==> config.mk <==
export PLATFORM = sky130hd
export DESIGN_NAME = bus_mux_stom_routed_flat
export DESIGN_NICKNAME = d
export VERILOG_FILES = /design/src/rtl/bus_mux_stom_routed_if.sv /design/src/rtl/bus_mux_stom_routed.sv /design/src/flat_wrapper.sv
export SDC_FILE = /design/constraint.sdc
export NUM_CORES = 1
export LEC_CHECK = 0
export CELL_PAD_IN_SITES_DETAIL_PLACEMENT = 1
export CELL_PAD_IN_SITES_GLOBAL_PLACEMENT = 2
export CORE_MARGIN = 2
export CORE_UTILIZATION = 30
export CTS_CLUSTER_DIAMETER = 200
export DETAILED_ROUTE_END_ITERATION = 6
export HOLD_SLACK_MARGIN = 0.15
export PLACE_DENSITY = 0.77
export SLEW_MARGIN = 20
export SYNTH_ARGS = -nofsm -noshare
export SYNTH_HDL_FRONTEND = slang
export SYNTH_SLANG_ARGS = --single-unit
==> constraint.sdc <==
create_clock -name clk -period 4 [get_ports clk]
set_input_delay 0.8 -clock clk [delete_from_list [all_inputs] [get_ports clk]]
set_output_delay 0.8 -clock clk [all_outputs]
set_load 0.005 [all_outputs]
==> src/rtl/bus_mux_stom_routed_if.sv <==
// Handshake and serial-line bundle for bus_mux_stom_routed; master modport is the arbiter side.
// Optional STOM_TIMEOUT_EN adds the o_route_tout watchdog pulse.
interface bus_mux_stom_routed_if #(
  parameter int NO_MASTERS = 2,
  parameter int NO_SLAVES  = 3,
  parameter int S_ID_WIDTH = $clog2(NO_SLAVES + 1),
  parameter int M_ID_WIDTH = (NO_MASTERS > 1) ? $clog2(NO_MASTERS) : 1
);
  logic                  i_route_req;
  logic [M_ID_WIDTH-1:0] i_master_sel;
  logic [S_ID_WIDTH-1:0] i_slave_sel;
  logic                  i_route_rel;
  logic                  o_route_ack;
  logic                  o_route_err;
  logic                  o_route_busy;
  logic [NO_SLAVES-1:0]  i_slave;
  logic [NO_MASTERS-1:0] o_master;
`ifdef STOM_TIMEOUT_EN
  logic                  o_route_tout;
`endif

  modport master (
    output i_route_req, i_master_sel, i_slave_sel, i_route_rel, i_slave,
    input  o_route_ack, o_route_err, o_route_busy, o_master
`ifdef STOM_TIMEOUT_EN
    , input o_route_tout
`endif
  );

  modport slave (
    input  i_route_req, i_master_sel, i_slave_sel, i_route_rel, i_slave,
    output o_route_ack, o_route_err, o_route_busy, o_master
`ifdef STOM_TIMEOUT_EN
    , output o_route_tout
`endif
  );
endinterface

==> src/rtl/bus_mux_stom_routed.sv <==
// Registered slave-to-master return-path router with guard cycles around each route.
// Define STOM_TIMEOUT_EN to add a watchdog that releases a route whose slave line stays static.
module bus_mux_stom_routed #(
  parameter int   NO_MASTERS   = 2,
  parameter int   NO_SLAVES    = 3,
  parameter int   S_ID_WIDTH   = $clog2(NO_SLAVES + 1),
  parameter int   M_ID_WIDTH   = (NO_MASTERS > 1) ? $clog2(NO_MASTERS) : 1,
  parameter int   GUARD_CYCLES = 2,
  parameter logic IDLE_LEVEL   = 1'b1
`ifdef STOM_TIMEOUT_EN
  , parameter int TIMEOUT_CYCLES = 1024
`endif
) (
  input logic                  clk,
  input logic                  rst,
  bus_mux_stom_routed_if.slave io_bus
);
  localparam int GW = $clog2(GUARD_CYCLES + 1);
  localparam logic [GW-1:0] GUARD_LAST = GW'(GUARD_CYCLES - 1);
  localparam logic [GW-1:0] GUARD_MAX  = GW'(GUARD_CYCLES);

  typedef enum logic [1:0] {ST_IDLE, ST_SETUP, ST_ROUTE, ST_DRAIN} state_t;

  state_t                r_state;
  logic [M_ID_WIDTH-1:0] r_mId;
  logic [S_ID_WIDTH-1:0] r_sId;
  logic [GW-1:0]         r_guardCnt;
  logic [NO_MASTERS-1:0] r_master;
  logic                  r_ack;
  logic                  r_err;
  logic                  r_busy;

  logic                  w_reqValid;
  logic                  w_slaveBit;
  logic [NO_MASTERS-1:0] w_routed;
  logic [GW-1:0]         w_guardNext;
  logic                  w_timeout;

  assign w_reqValid = (int'(io_bus.i_slave_sel) != 0) &&
                      (int'(io_bus.i_slave_sel) <= NO_SLAVES) &&
                      (int'(io_bus.i_master_sel) < NO_MASTERS);

  assign w_guardNext = (r_guardCnt == GUARD_MAX) ? r_guardCnt : r_guardCnt + 1'b1;

  // Slave IDs are 1-based; ID 0 never matches so the selected bit stays 0.
  always_comb begin
    w_slaveBit = 1'b0;
    for (int i = 0; i < NO_SLAVES; i++) begin
      if (r_sId == S_ID_WIDTH'(i + 1)) w_slaveBit = io_bus.i_slave[i];
    end
    for (int j = 0; j < NO_MASTERS; j++) begin
      w_routed[j] = (r_mId == M_ID_WIDTH'(j)) ? w_slaveBit : IDLE_LEVEL;
    end
  end

`ifdef STOM_TIMEOUT_EN
  localparam int TW = $clog2(TIMEOUT_CYCLES + 1);
  logic [TW-1:0] r_toutCnt;
  logic          r_prevSlave;
  logic          r_tout;
  logic          w_edge;

  assign w_edge    = (w_slaveBit != r_prevSlave);
  assign w_timeout = (r_state == ST_ROUTE) && !w_edge && (r_toutCnt == TW'(TIMEOUT_CYCLES - 1));
  assign io_bus.o_route_tout = r_tout;

  always_ff @(posedge clk) begin
    if (rst) begin
      r_toutCnt   <= '0;
      r_prevSlave <= 1'b0;
      r_tout      <= 1'b0;
    end else begin
      r_tout      <= w_timeout && !io_bus.i_route_rel;
      r_prevSlave <= w_slaveBit;
      if (r_state != ST_ROUTE || w_edge) r_toutCnt <= '0;
      else                               r_toutCnt <= r_toutCnt + 1'b1;
    end
  end
`else
  assign w_timeout = 1'b0;
`endif

  always_ff @(posedge clk) begin
    if (rst) begin
      r_state    <= ST_IDLE;
      r_mId      <= '0;
      r_sId      <= '0;
      r_guardCnt <= '0;
      r_master   <= {NO_MASTERS{IDLE_LEVEL}};
      r_ack      <= 1'b0;
      r_err      <= 1'b0;
      r_busy     <= 1'b0;
    end else begin
      r_ack <= 1'b0;
      r_err <= io_bus.i_route_req && (r_busy || !w_reqValid);
      case (r_state)
        ST_IDLE: begin
          if (io_bus.i_route_req && w_reqValid) begin
            r_mId      <= io_bus.i_master_sel;
            r_sId      <= io_bus.i_slave_sel;
            r_busy     <= 1'b1;
            r_guardCnt <= '0;
            r_state    <= ST_SETUP;
          end
        end
        ST_SETUP: begin
          if (r_guardCnt == GUARD_LAST) begin
            r_ack   <= 1'b1;
            r_state <= ST_ROUTE;
          end else begin
            r_guardCnt <= w_guardNext;
          end
        end
        // Release (or watchdog) idles the line on the very next cycle.
        ST_ROUTE: begin
          if (io_bus.i_route_rel || w_timeout) begin
            r_master   <= {NO_MASTERS{IDLE_LEVEL}};
            r_guardCnt <= '0;
            r_state    <= ST_DRAIN;
          end else begin
            r_master <= w_routed;
          end
        end
        ST_DRAIN: begin
          if (r_guardCnt == GUARD_LAST) begin
            r_busy  <= 1'b0;
            r_state <= ST_IDLE;
          end else begin
            r_guardCnt <= w_guardNext;
          end
        end
        default: r_state <= ST_IDLE;
      endcase
    end
  end

  assign io_bus.o_master     = r_master;
  assign io_bus.o_route_ack  = r_ack;
  assign io_bus.o_route_err  = r_err;
  assign io_bus.o_route_busy = r_busy;
endmodule

==> src/flat_wrapper.sv <==
// flat-port wrapper written by rule: the top's interface ports become plain ports
module bus_mux_stom_routed_flat 
#(
  parameter int   NO_MASTERS   = 2,
  parameter int   NO_SLAVES    = 3,
  parameter int   S_ID_WIDTH   = $clog2(NO_SLAVES + 1),
  parameter int   M_ID_WIDTH   = (NO_MASTERS > 1) ? $clog2(NO_MASTERS) : 1,
  parameter int   GUARD_CYCLES = 2,
  parameter logic IDLE_LEVEL   = 1'b1

)
  (clk, rst, io_bus_i_route_req, io_bus_i_master_sel, io_bus_i_slave_sel, io_bus_i_route_rel, io_bus_i_slave, io_bus_o_route_ack, io_bus_o_route_err, io_bus_o_route_busy, io_bus_o_master);
  bus_mux_stom_routed_if #(.NO_MASTERS(NO_MASTERS), .NO_SLAVES(NO_SLAVES), .S_ID_WIDTH(S_ID_WIDTH), .M_ID_WIDTH(M_ID_WIDTH)) io_bus_i ();
  input logic clk;
  input logic rst;
  input wire logic [$bits(io_bus_i.i_route_req)-1:0] io_bus_i_route_req;
  input wire logic [$bits(io_bus_i.i_master_sel)-1:0] io_bus_i_master_sel;
  input wire logic [$bits(io_bus_i.i_slave_sel)-1:0] io_bus_i_slave_sel;
  input wire logic [$bits(io_bus_i.i_route_rel)-1:0] io_bus_i_route_rel;
  input wire logic [$bits(io_bus_i.i_slave)-1:0] io_bus_i_slave;
  output wire logic [$bits(io_bus_i.o_route_ack)-1:0] io_bus_o_route_ack;
  output wire logic [$bits(io_bus_i.o_route_err)-1:0] io_bus_o_route_err;
  output wire logic [$bits(io_bus_i.o_route_busy)-1:0] io_bus_o_route_busy;
  output wire logic [$bits(io_bus_i.o_master)-1:0] io_bus_o_master;
  assign io_bus_i.i_route_req = io_bus_i_route_req;
  assign io_bus_i.i_master_sel = io_bus_i_master_sel;
  assign io_bus_i.i_slave_sel = io_bus_i_slave_sel;
  assign io_bus_i.i_route_rel = io_bus_i_route_rel;
  assign io_bus_i.i_slave = io_bus_i_slave;
  assign io_bus_o_route_ack = io_bus_i.o_route_ack;
  assign io_bus_o_route_err = io_bus_i.o_route_err;
  assign io_bus_o_route_busy = io_bus_i.o_route_busy;
  assign io_bus_o_master = io_bus_i.o_master;
  bus_mux_stom_routed #(.NO_MASTERS(NO_MASTERS), .NO_SLAVES(NO_SLAVES), .S_ID_WIDTH(S_ID_WIDTH), .M_ID_WIDTH(M_ID_WIDTH), .GUARD_CYCLES(GUARD_CYCLES), .IDLE_LEVEL(IDLE_LEVEL)) u_core (.clk(clk), .rst(rst), .io_bus(io_bus_i));
endmodule
==> flow_summary.ini <==
[clocking]
cts_setup_buffers = 0
cts_root_buf = clkbuf_4
hold_buffers = 0
cts_buffer_depth = 2
cts_tree = yes
clkTransAtPathRegs_ns = 0.07
cts_resized = 0
cts_buffers = 3
cts-htree-levels = 1
clk_latency_ns = 0.27
cts_sinks = 12

[timing]
period_minus_slack_ns = 1.98
final-setup-viol-count = 0
finClkSkew_ns = 0.00673
max_freq_ghz = 0.506
finalHoldViolations = 0
slew_violations = 0
relSlewSlack_pct = 66.8
grt_setup_unrepaired = no
fin_setup_tns_ns = 0
whs_ns = 0.485
worst_pin_slew_ns = 0.497
fin_crit_sh_pct = 49.4

[floorplan]
die_y_um = 51.1
die-area_mm2 = 0.00261
ioPinCount = 15
fp.dieW_um = 51.1
num_rows = 17
core_region_area_mm2 = 0.00215
start_util_pct = 31.0

[grt]
antenna_found_initial = 0
grt-ovfl-total = 0
grt_usage_pct = 13.1
grt_pass1_vias = 595
grt_max_degree = 18
grt_pass1_wl_um = 2510

[status]
status = complete, no violations

[route]
dr.pass1.iters = 4
post_drt_wl_per_cell_um = 12.4
ant_nets = 0
routed_wirelength_um = 1440
vias_per_cell = 4.85
num_vias = 563
drc = 0
drtIter0Drc = 3

[placed_design]
place_area_um2 = 837
hpwl_um = 1140
port_buffers = 14
gp_congestion = 0.719

[synth]
yosys-mux-area-fraction_pct = 6.77
syn_inst = 72
ys_ff_latch = 12
synth_fa_ha_area_share_pct = 13.2
ys.warnings.count = 0
post_synth_num_cell_types = 22
avgSynthCellArea_um2 = 9.24
synth-compound-area-share_pct = 20.5
syn_nets = 89
synthXorXnorAreaFrac_pct = 0
syn_area_um2 = 666
yosysSeqAreaShare_pct = 36.1
synth_top_family_by_area = compound AO/OA/AOI/OAI gates
yosys.area_share.simple_pct = 19.5

[worst_setup_path]
crit_chain = clkdlybuf4s50_1
reg2reg_from = u_core.r_state[0]
cp-end-kind = output pin
cp-start-kind = register
crit_fanout = 4
required_ns = 3.20
reg2regPathDepth = 5
max_stage_delay_ns = 0.52
cp.arrival_ns = 1.18
critPathTopFamily = buffers and inverters
r2r_slack_ns = 2.36
crit_type = reg2out
critPathSlowestCell = clkdlybuf4s50_1
critPathBufInv = 1
reg2reg_to = u_core.io_bus.o_master[1]

[min_path]
min_path_type = reg2reg
worstHoldPathCells = 2
hold_end = u_core.r_sId[1]
hold_start = u_core.r_sId[1]

[layout]
finalNetCount = 107
antennaDiodeCount = 0
drive_gt1_share_pct = 11.4
finalInstanceArea_um2 = 860
areaGrowthSynthToFinish_pct = 29.1
nFillCells = 257

[pwr]
p_per_area_mw_per_mm2 = 497
leakage_nw = 0.341
fin_total_pwr_uw = 428
vdd_ir_drop_max_mv = 0.169

[flow_run]
drv_cap = 0
how the worst max path moves through the flow:
stage | slack [ns] | cells after the start | startpoint | to
finish | 2.02 | 1 | u_core.io_bus.o_route_busy | io_bus_o_route_busy
global route | 1.94 | 3 | rst | u_core.r_guardCnt[0]
CTS | 2.02 | 1 | u_core.io_bus.o_route_busy | io_bus_o_route_busy
detailed placement | 1.79 | 4 | io_bus_i_slave[1] | u_core.io_bus.o_master[1]
global placement | 1.77 | 4 | io_bus_i_slave[1] | u_core.io_bus.o_master[1]
floorplan | 2.34 | 3 | io_bus_i_slave[1] | u_core.io_bus.o_master[0]
power by group:
group,switching [mW],internal (mW)
combinational,0.0917,0.0951
sequential,0.0224,0.144
clock,0.0392,0.0348
total,0.153,0.274
cell usage in the layout, fill, tap and decap left out, drive strengths merged:
master	synthesis	layout
clkdlybuf4s50	0	14
dfxtp	12	12
nor2	8	8
ha	7	7
inv	6	6
nand2b	6	6
o21bai	3	3
nand2	3	3
a21oi	3	3
mux2i	3	3
o32ai	3	3
clkbuf	1	3
a2111oi	2	2
nand3	2	2
o21a	2	2
o221a	2	2
o21ai	2	2
or2	2	2
mux2	1	1
and3b	1	1
or2b	1	1
o211ai	1	1
nor3b	1	1
per-layer routing:
layer | vias up | track usage (%) | part of all wire, %
met5 | - | 0 | 0
li1 | 288 | - | -
met4 | 0 | 8.11 | 2.2
met1 | 255 | 13.9 | 45
met2 | 15 | 23.2 | 47
met3 | 5 | 2.92 | 4.9
cell usage after synthesis:
| cell type | count | area, µm² |
|---|---|---|
| o32ai_1 | 3 | 26.3 |
| mux2_4 | 1 | 15.0 |
| nand2b_1 | 6 | 37.5 |
| or2_2 | 2 | 12.5 |
| o21bai_1 | 3 | 22.5 |
| inv_1 | 6 | 22.5 |
| nor3b_1 | 1 | 7.51 |
| and3b_2 | 1 | 10.0 |
| mux2i_1 | 3 | 30.0 |
| a2111oi_0 | 2 | 17.5 |
| nor2_1 | 8 | 30.0 |
| o221a_2 | 2 | 22.5 |
| a21oi_1 | 3 | 15.0 |
| o21ai_0 | 2 | 10.0 |
| clkbuf_1 | 1 | 3.75 |
| dfxtp_1 | 12 | 240 |
| nand3_1 | 2 | 10.0 |
| ha_1 | 7 | 87.6 |
| nand2_1 | 3 | 11.3 |
| or2b_4 | 1 | 11.3 |
| o21a_1 | 2 | 15.0 |
| o211ai_1 | 1 | 7.51 |
final cells by class:
type	instances	area [µm²]	share of cell area (%)
repair buffers	14	140	16.3
inverters	6	22.5	2.62
flip-flops and latches	12	240	27.9
clock buffers	3	22.5	2.62
multi-input cells	53	399	46.4
well taps	28	35.0	4.08
through the flow:
stage / utilization (%) / instances / setup WS, ns
after CTS: 40.0 / 116 / 2.02
final: 40.0 / 116 / 2.02
after global placement: 39.0 / 113 / 1.77
after floorplan: - / 72 / 2.34
after detailed placement: 39.0 / 113 / 1.79
after global routing: 40.0 / 116 / 1.94
registers in the layout (all words and copies together) (netlist names):
register	flops
u_core.io_bus.o_master	2
u_core.io_bus.o_route_ack	1
u_core.io_bus.o_route_busy	1
u_core.io_bus.o_route_err	1
u_core.r_guardCnt	2
u_core.r_mId	1
u_core.r_sId	2
u_core.r_state	2
cells by family after synthesis:
logic type / after synthesis
AOI/OAI and AO/OA: 18
buffers and inverters: 7
and+or+nand+nor: 24
DFF: 12
muxes: 4
adders and majority gates: 7
No activity file was read; power rests on OpenSTA's default activity.
